<file path="src/rtl/aqe_pkg.sv">
// Shared constants for the AQE instruction capture path: register offsets,
// AHB encodings, STATUS bit positions and a byte-swap helper.
package aqe_pkg;

    localparam logic [3:0] OFF_INSTR  = 4'h0;
    localparam logic [3:0] OFF_STATUS = 4'h4;
    localparam logic [3:0] OFF_CTRL   = 4'h8;

    typedef enum logic [1:0] {
        IDLE   = 2'b00,
        BUSY   = 2'b01,
        NONSEQ = 2'b10,
        SEQ    = 2'b11
    } htrans_e;

    localparam logic [2:0] HSIZE_WORD = 3'b010;
    localparam logic [1:0] HRESP_OKAY = 2'b00;

    localparam int unsigned ST_EMPTY      = 16;
    localparam int unsigned ST_FULL       = 17;
    localparam int unsigned ST_OVERFLOW   = 18;
    localparam int unsigned ST_STAMP_LSB  = 24;

    function automatic logic [31:0] bswap32(input logic [31:0] w);
        return {w[7:0], w[15:8], w[23:16], w[31:24]};
    endfunction

endpackage

</file>
<file path="src/rtl/aqe_sync_fifo.sv">
// First-word-fall-through synchronous FIFO with flush; the head reads 0 when empty.
module aqe_sync_fifo #(
    parameter int unsigned WIDTH = 32,
    parameter int unsigned DEPTH = 16,
    parameter int unsigned CNT_W = $clog2(DEPTH) + 1
) (
    input  logic             clk,
    input  logic             rst,
    input  logic             push,
    input  logic             pop,
    input  logic             flush,
    input  logic [WIDTH-1:0] wdata,
    output logic [WIDTH-1:0] rdata,
    output logic [CNT_W-1:0] count,
    output logic             full,
    output logic             empty
);

    localparam int unsigned PTR_W = $clog2(DEPTH);

    logic [WIDTH-1:0] mem [DEPTH];
    logic [PTR_W-1:0] wr_ptr;
    logic [PTR_W-1:0] rd_ptr;
    logic             do_push;
    logic             do_pop;

    assign full    = (count == CNT_W'(DEPTH));
    assign empty   = (count == '0);
    assign do_pop  = pop & ~empty;
    // A push into a full FIFO still lands when the head leaves in the same cycle.
    assign do_push = push & (~full | do_pop);
    assign rdata   = empty ? '0 : mem[rd_ptr];

    always_ff @(posedge clk) begin
        if (rst || flush) begin
            wr_ptr <= '0;
            rd_ptr <= '0;
            count  <= '0;
        end else begin
            if (do_push) wr_ptr <= wr_ptr + PTR_W'(1);
            if (do_pop)  rd_ptr <= rd_ptr + PTR_W'(1);
            if (do_push && !do_pop)      count <= count + CNT_W'(1);
            else if (!do_push && do_pop) count <= count - CNT_W'(1);
        end
    end

    always_ff @(posedge clk) begin
        if (do_push && !flush && !rst) mem[wr_ptr] <= wdata;
    end

endmodule

</file>
<file path="src/rtl/aqe_isa_capturer.sv">
// AHB-lite zero-wait slave that queues CPU instruction writes for the ISA parser.
// Optional per-entry cycle stamp enabled by defining AQE_CAP_TSTAMP_EN.
module aqe_isa_capturer
    import aqe_pkg::*;
#(
    parameter int unsigned FIFO_DEPTH = 16,
    parameter logic [31:0] BASE_ADDR  = 32'h4000_0000,
    parameter int unsigned CNT_W      = $clog2(FIFO_DEPTH) + 1
) (
    input  logic        pll_core_cpuclk,
    input  logic        pad_cpu_rst,
    input  logic        biu_pad_hsel,
    input  logic [31:0] biu_pad_haddr,
    input  logic [2:0]  biu_pad_hsize,
    input  logic [1:0]  biu_pad_htrans,
    input  logic [31:0] biu_pad_hwdata,
    input  logic        biu_pad_hwrite,
    input  logic        pad_biu_bigend_b,
    output logic [31:0] pad_biu_hrdata,
    output logic        pad_biu_hready,
    output logic [1:0]  pad_biu_hresp,
    output logic        isa_valid,
    output logic [31:0] isa_word,
`ifdef AQE_CAP_TSTAMP_EN
    output logic [15:0] isa_tstamp,
`endif
    input  logic        isa_ready,
    output logic        cap_irq
);

`ifdef AQE_CAP_TSTAMP_EN
    localparam int unsigned ENTRY_W = 48;
`else
    localparam int unsigned ENTRY_W = 32;
`endif

    logic               addr_accept;
    logic               dp_valid;
    logic               dp_write;
    logic               dp_size_ok;
    logic               dp_hit;
    logic [1:0]         dp_addr;
    logic [3:0]         dp_off;
    logic               dp_ok;
    logic               wr_instr;
    logic               wr_ctrl;
    logic               rd_status;
    logic               flush;
    logic               overflow;
    logic               pop_now;
    logic [31:0]        push_word;
    logic [31:0]        status;
    logic [ENTRY_W-1:0] entry_in;
    logic [ENTRY_W-1:0] head;
    logic [CNT_W-1:0]   fifo_count;
    logic               fifo_full;
    logic               fifo_empty;
    logic               unused_haddr;

    assign unused_haddr   = ^biu_pad_haddr[1:0];
    assign pad_biu_hready = 1'b1;
    assign pad_biu_hresp  = HRESP_OKAY;
    assign addr_accept    = biu_pad_hsel & pad_biu_hready &
                            (htrans_e'(biu_pad_htrans) inside {NONSEQ, SEQ});

    always_ff @(posedge pll_core_cpuclk) begin
        if (pad_cpu_rst) begin
            dp_valid   <= 1'b0;
            dp_write   <= 1'b0;
            dp_size_ok <= 1'b0;
            dp_hit     <= 1'b0;
            dp_addr    <= '0;
        end else begin
            dp_valid <= addr_accept;
            if (addr_accept) begin
                dp_addr    <= biu_pad_haddr[3:2];
                dp_write   <= biu_pad_hwrite;
                dp_size_ok <= (biu_pad_hsize == HSIZE_WORD);
                dp_hit     <= (biu_pad_haddr[31:4] == BASE_ADDR[31:4]);
            end
        end
    end

    assign dp_off    = {dp_addr, 2'b00};
    assign dp_ok     = dp_valid & dp_size_ok & dp_hit;
    assign wr_instr  = dp_ok &  dp_write & (dp_off == OFF_INSTR);
    assign wr_ctrl   = dp_ok &  dp_write & (dp_off == OFF_CTRL);
    assign rd_status = dp_ok & ~dp_write & (dp_off == OFF_STATUS);
    assign flush     = wr_ctrl & biu_pad_hwdata[0];
    assign pop_now   = isa_valid & isa_ready;
    assign push_word = pad_biu_bigend_b ? biu_pad_hwdata : bswap32(biu_pad_hwdata);

    // Set takes priority over a coincident clear.
    always_ff @(posedge pll_core_cpuclk) begin
        if (pad_cpu_rst)                           overflow <= 1'b0;
        else if (wr_instr && fifo_full && !pop_now) overflow <= 1'b1;
        else if (wr_ctrl && biu_pad_hwdata[1])     overflow <= 1'b0;
    end

`ifdef AQE_CAP_TSTAMP_EN
    logic [15:0] cycle_cnt;

    always_ff @(posedge pll_core_cpuclk) begin
        if (pad_cpu_rst) cycle_cnt <= '0;
        else             cycle_cnt <= cycle_cnt + 16'd1;
    end

    assign entry_in   = {cycle_cnt, push_word};
    assign isa_tstamp = head[47:32];
`else
    assign entry_in   = push_word;
`endif

    aqe_sync_fifo #(
        .WIDTH (ENTRY_W),
        .DEPTH (FIFO_DEPTH),
        .CNT_W (CNT_W)
    ) u_fifo (
        .clk   (pll_core_cpuclk),
        .rst   (pad_cpu_rst),
        .push  (wr_instr),
        .pop   (isa_ready),
        .flush (flush),
        .wdata (entry_in),
        .rdata (head),
        .count (fifo_count),
        .full  (fifo_full),
        .empty (fifo_empty)
    );

    assign isa_valid = ~fifo_empty;
    assign isa_word  = head[31:0];
    assign cap_irq   = overflow;

    always_comb begin
        status                   = '0;
        status[CNT_W-1:0]        = fifo_count;
        status[ST_EMPTY]         = fifo_empty;
        status[ST_FULL]          = fifo_full;
        status[ST_OVERFLOW]      = overflow;
`ifdef AQE_CAP_TSTAMP_EN
        status[ST_STAMP_LSB+:8]  = head[39:32];
`endif
    end

    assign pad_biu_hrdata = rd_status ? status : '0;

endmodule
</file>
<file path="config.mk">
export PLATFORM = sky130hd
export DESIGN_NAME = aqe_isa_capturer
export DESIGN_NICKNAME = d
export VERILOG_FILES = /design/src/rtl/aqe_pkg.sv /design/src/rtl/aqe_sync_fifo.sv /design/src/rtl/aqe_isa_capturer.sv
export SDC_FILE = /design/constraint.sdc
export NUM_CORES = 1
export LEC_CHECK = 0
export BUFFER_PORTS_ARGS = -buffer_cell sky130_fd_sc_hd__buf_2
export CORE_MARGIN = 3
export CORE_UTILIZATION = 50
export CTS_CLUSTER_SIZE = 40
export DETAILED_ROUTE_END_ITERATION = 7
export GPL_TIMING_DRIVEN = 0
export PLACE_DENSITY_LB_ADDON = 0.2
export SLEW_MARGIN = 20
export SYNTH_ARGS = -nofsm -noshare
export SYNTH_HDL_FRONTEND = slang
export SYNTH_HIERARCHICAL = 1
export SYNTH_SLANG_ARGS = --single-unit
export TNS_END_PERCENT = 5
</file>
<file path="constraint.sdc">
create_clock -name pll_core_cpuclk -period 5.3 [get_ports pll_core_cpuclk]
set_clock_uncertainty 0.2 [all_clocks]
set_input_delay 1.59 -clock pll_core_cpuclk [delete_from_list [all_inputs] [get_ports pll_core_cpuclk]]
set_output_delay 1.59 -clock pll_core_cpuclk [all_outputs]
set_load 0.1 [all_outputs]
</file>
## Word level (Yosys, flattened, before mapping)

Memory sizes are Yosys's and may differ from the RTL's. A register that Yosys moved wholly into a read port is not among the register bits.
Cells that the tools add are included.

| word-level totals | value |
|---|---|
| bits in registers | 20 |
| bits in latches | 0 |
| RAM bits | 512 |
| memory bits (read-only) | 0 |
| input port bits | 75 |
| output and inout port bits | 69 |
| logic and storage cells | 64 |
| memories | 1 |

| cells by class | value |
|---|---|
| add/subtract/negate cells | 4 |
| $mul | 0 |
| divide/modulo/power cells | 0 |
| $lt $le $gt $ge | 0 |
| equality and inequality tests | 7 |
| shift operators | 0 |
| muxes and demuxes | 11 |
| bitwise gates (word level) | 15 |
| reductions and logical operators | 17 |

Memory list:

| memory | depth | width | rd ports | clocked after memory_dff | wr ports | line | RTL |
|---|---|---|---|---|---|---|---|
| u_fifo.mem | 16 | 32 | 1 | 1 | 1 | aqe_sync_fifo.sv:21 | `logic [WIDTH-1:0] mem [DEPTH];` |

Operators with widths:

| operator | number |
|---|---|
| two-way mux 32 bit | 2 |
| == test 28 x 27 -> 1 bit (second input constant) | 1 |
| two-way mux 19 bit | 1 |
| bitwise AND 1 bit | 11 |
| two-way mux 5 bit | 2 |
| adder 4 x 1 -> 4 bit (second input constant) | 2 |
| two-way mux 4 bit | 2 |
| logical AND 1 bit | 7 |
| == test 2 bit (second input constant) | 3 |
| nonzero test 2 bit | 3 |
| adder 5 x 1 -> 5 bit (second input constant) | 1 |
| == test 5 bit (second input constant) | 1 |
| zero test 5 bit | 1 |
| subtractor 5 x 1 -> 5 bit (second input constant) | 1 |
| zero test 1 bit | 4 |
| zero test 4 bit | 1 |
| two-way mux 1 bit | 4 |
| == test 3 x 2 -> 1 bit (second input constant) | 1 |
| inverter 1 bit | 3 |
| == test 2 x 1 -> 1 bit (second input constant) | 1 |
| logical OR 1 bit | 1 |
| bitwise OR 1 bit | 1 |

## Depth between registers and ports, before layout

| depth | value |
|---|---|
| word-level depth | 10 |
| depth in mapped cells | 11 |
| depth with buffers taken out | 10 |

## By module

Netlist, hierarchy kept.

Modules (own cells, without submodules):

| module | times used | cells an instance | area an instance (um^2) | sequential area each (um^2) |
|---|---|---|---|---|
| aqe_sync_fifo | 1 | 894 | 20373.3 | 15715.1 |
| aqe_isa_capturer | 1 | 117 | 1008.5 | 140.1 |

## Least setup slack after synthesis

Ideal clock, no wire load.

| path | value |
|---|---|
| kind | input port to flip-flop |
| start | input port biu_pad_hwdata[0] |
| end | memory u_fifo.mem[3][0], enable pin |
| setup time | 425 ps |
| arrival | 3925 ps |
| required time | 4675 ps |
| setup slack | 750 ps |
| cell stages on the path | 5 |
| buffers on the path | 1 |
| cell sequence | and4_1 -> or2_2 -> clkbuf_1 -> nor3_1 -> nor2b_1 |

| between the ends | value |
|---|---|
| cells in the longest elaborated chain, start to end | 6 |

Ends and longest elaborated chain:

| element | line | RTL |
|---|---|---|
| start, declared | aqe_isa_capturer.sv:16 | `input logic [31:0] biu_pad_hwdata,` |
| bitwise AND 1 bit | aqe_isa_capturer.sv:89 | `assign flush = wr_ctrl & biu_pad_hwdata[0];` |
| zero test 1 bit | aqe_sync_fifo.sv:48 | `if (do_push && !flush && !rst) mem[wr_ptr] <= wdata;` |
| logical AND 1 bit (2 in series) | aqe_sync_fifo.sv:48 |  |
| two-way mux 1 bit | aqe_sync_fifo.sv:48 |  |
| two-way mux 1 bit (implied by the code) | aqe_sync_fifo.sv:48 |  |
| end, declared | aqe_sync_fifo.sv:21 |  |

Every way passes these cells.

==> results.cfg <==
[synthesis]
yosys-top-cells-area = edfxtp_1 (72%), mux4_2 (13%), dfxtp_1 (2.2%)
ys.warnings.count = 6
syn_area_sq_um = 21380
yosysUniqueCellTypes = 54
synth_top_cell_by_area = edfxtp_1
synth_ff_type = edfxtp_1
syn_avg_cell_area_sq_um = 21.15
ys_ff_latch = 536
syn-instance-count = 1011
synth-async-reset-ratio_pct = 0
synth_top_cell_area_share_pct = 71.91
synth_edf_count = 512
ys_seq_area_share_pct = 74.15

[clocking]
ctsHtreeMaxLevel = 2
cts_made_buffers = 52
ctsHoldBuffers = 0
clockBufferDepth = 3
clock_latency_ns = 0.58
cts_tree = yes
cts_root_buf = clkbuf_16
cts_sinks = 536
clk_pin_slew_ns = 0.06

[worst_setup_path]
cp_num_buf_inv = 5
crit_chain = buf_2 -> buf_6 -> buf_2 -> buf_2 -> mux4_2 -> a221o_1 -> buf_2
cp_max_fo = 10
cp_top_family = buffers and inverters
critPathSlowestCell = buf_2
cp_slowest_stage_delay_ns = 0.43
start_kind = flop
cp.required_ns = 3.51
critPathKind = reg -> out
arrival_ns = 3.36
cp-end-kind = primary output
cpMostUsedCell = buf_2

[timing]
tightest_slew_ns = 0.9268
setup_viol = 0
fin_crit_sh_pct = 97.26
timing.final.ws_setup_ns = 0.1451
rsz0062_at_grt = no
slew_headroom_pct = 38.22
max_clock_freq_ghz = 0.1940
hold_viol = 0
period_needed_ns = 5.155
slew_violations = 0

[power_and_ir_drop]
swShare_pct = 31.25
power_frac_comb_pct = 24.6
p_sw_mw = 3.395
pwr-share-clk_pct = 32.0
peakVddDrop_mv = 0.2570
power_frac_seq_pct = 43.4
p_per_area_nw_per_um2 = 440.8
leakage_nw = 8.067
p_int_mw = 7.470

[grt]
grt_antenna_before_repair = 2
grt_max_degree = 33
grt_pass1_vias = 11030
grt-ovfl-total = 0
grt_pass1_wl_mm = 72.61
grt.total_usage_pct = 22.50

[finish]
antenna_cells = 0
fin_nets = 1300
multi_input_area_sq_um = 5111
n_fill_cell = 3102
drive_above_1_share_pct = 35.33
area.sequential_sq_um = 15860
post-route-util_pct = 58.51
area_growth_pct = 15.29

[floorplanning]
dieWidth_um = 212.8
die_height_um = 212.8
fp.coreArea_sq_um = 42130
dieArea_sq_um = 45280
core.rowCount = 75
pin_count = 144
start_util_pct = 50.75

[run]
drv_cap = 0

[detailed_routing]
vias = 10820
via_per_inst = 6.033
dr.pass1.iters = 4
drt_first_iter_violations = 1014
drc_errors = 0
wl_per_cell_um = 27.66
wirelength_mm = 49.60
ant_nets = 0

[outcome]
status = finished, final reports clean

[placed_design]
dp_hpwl_mm = 30.89
io_buffer_count = 112
dp_slack_ns = 0.7589
gp_congestion = 0.7807

[min_path]
min_path_type = reg -> reg
[cell usage in the layout, fill, tap and decap left out, types with 13 or more instances in the layout]
master	n
a221o_1	32
buf_2	136
buf_4	33
clkbuf_1	23
clkbuf_16	53
clkinv_1	13
conb_1	27
dfxtp_1	24
edfxtp_1	512
mux2_2	30
mux2i_1	34
mux4_2	128
nor2_1	17
nor3_1	33
[tightest hold or removal path: stages (launching register included)]
cell and delay (ns):
dfxtp_1 0.32, nand2_1 0.05, a21oi_1 0.05
[layout make-up]
cell class	instances	area share, %
flip-flops and latches	536	64.32
well taps	539	2.736
clock buffers	74	5.944
repair buffers	125	3.482
clock inverters	19	0.5329
inverters	7	0.1066
plain buffers	81	2.147
multi-input cells	412	20.73
[Yosys cell counts (9+ instances only)]
library cell	n
buf_4	33
edfxtp_1	512
mux4_2	128
nor3_1	33
a221o_1	32
nor2_1	17
buf_2	25
and3_1	17
mux2i_1	34
dfxtp_1	24
mux2_2	30
ha_1	9
[flip-flops by register name, summed over array words and instances (netlist names), named ones only]
signal	flops
u_fifo/mem	512
u_fifo/wr_ptr	4
dp_size_ok	1
cap_irq	1
dp_hit	1
u_fifo/count	5
dp_valid	1
dp_write	1
u_fifo/rd_ptr	4
dp_addr	2
[stage by stage]
step                cells  setup TNS, ns  total power [mW]  hold WS, ns  instance area (sq um)
finish               1793              0             10.87       0.2737                  24650
global route         1793              0             11.25       0.3087                  24650
CTS                  1793              0             10.98       0.2797                  24650
detailed placement   1700              0             7.510       0.2687                  23050
global placement     1687         -76.82             7.492       0.2517                  22710
floorplan            1036              0             6.943       0.2351                  21480
[power groups by stage]
| stage | clock, mW | combinational, mW | sequential, mW |
|---|---|---|---|
| after floorplan | 0 | 2.15 | 4.80 |
| after global placement | 0 | 2.69 | 4.80 |
| after detailed placement | 0 | 2.71 | 4.80 |
| after CTS | 3.56 | 2.71 | 4.71 |
| after global routing | 3.72 | 2.82 | 4.71 |
| final | 3.48 | 2.67 | 4.71 |
[metal layers]
layer  GRT usage, %  vias to the layer above  routed length (um)
li1               -                     4613                   -
met1          32.72                     5759               21580
met2          35.71                      354               23880
met3          3.365                       91                2678
met4          7.364                        0                1466
met5              0                        -                   0
[worst paths after layout]
path / cells after the start / slack [ns] / from / endpoint
worst min register to register: 2 / 0.27 / dp_size_ok / dp_size_ok
worst max-delay path: 7 / 0.15 / flop / isa_word[2]
worst min-delay path: 2 / 0.27 / dp_size_ok / dp_size_ok
worst max register to register: 11 / 1.54 / dp_write / u_fifo/count[4]
[logic make-up after synthesis]
| logic type | count (synthesis) | share of synthesized area, % |
|---|---|---|
| other | 2 | 0.03512 |
| AOI/OAI and AO/OA | 54 | 2.247 |
| DFF | 536 | 74.15 |
| and+or+nand+nor | 119 | 3.271 |
| xor gates and xnor gates | 8 | 0.3277 |
| adders and majority gates | 10 | 0.6203 |
| muxes | 194 | 16.76 |
| buffers and inverters | 88 | 2.587 |
[what timing repair did]
action	in CTS	in global routing
buffers inserted	0	0
gates resized for setup	0	1
setup endpoints to repair	0	1
(Power assumes the default switching activity.)
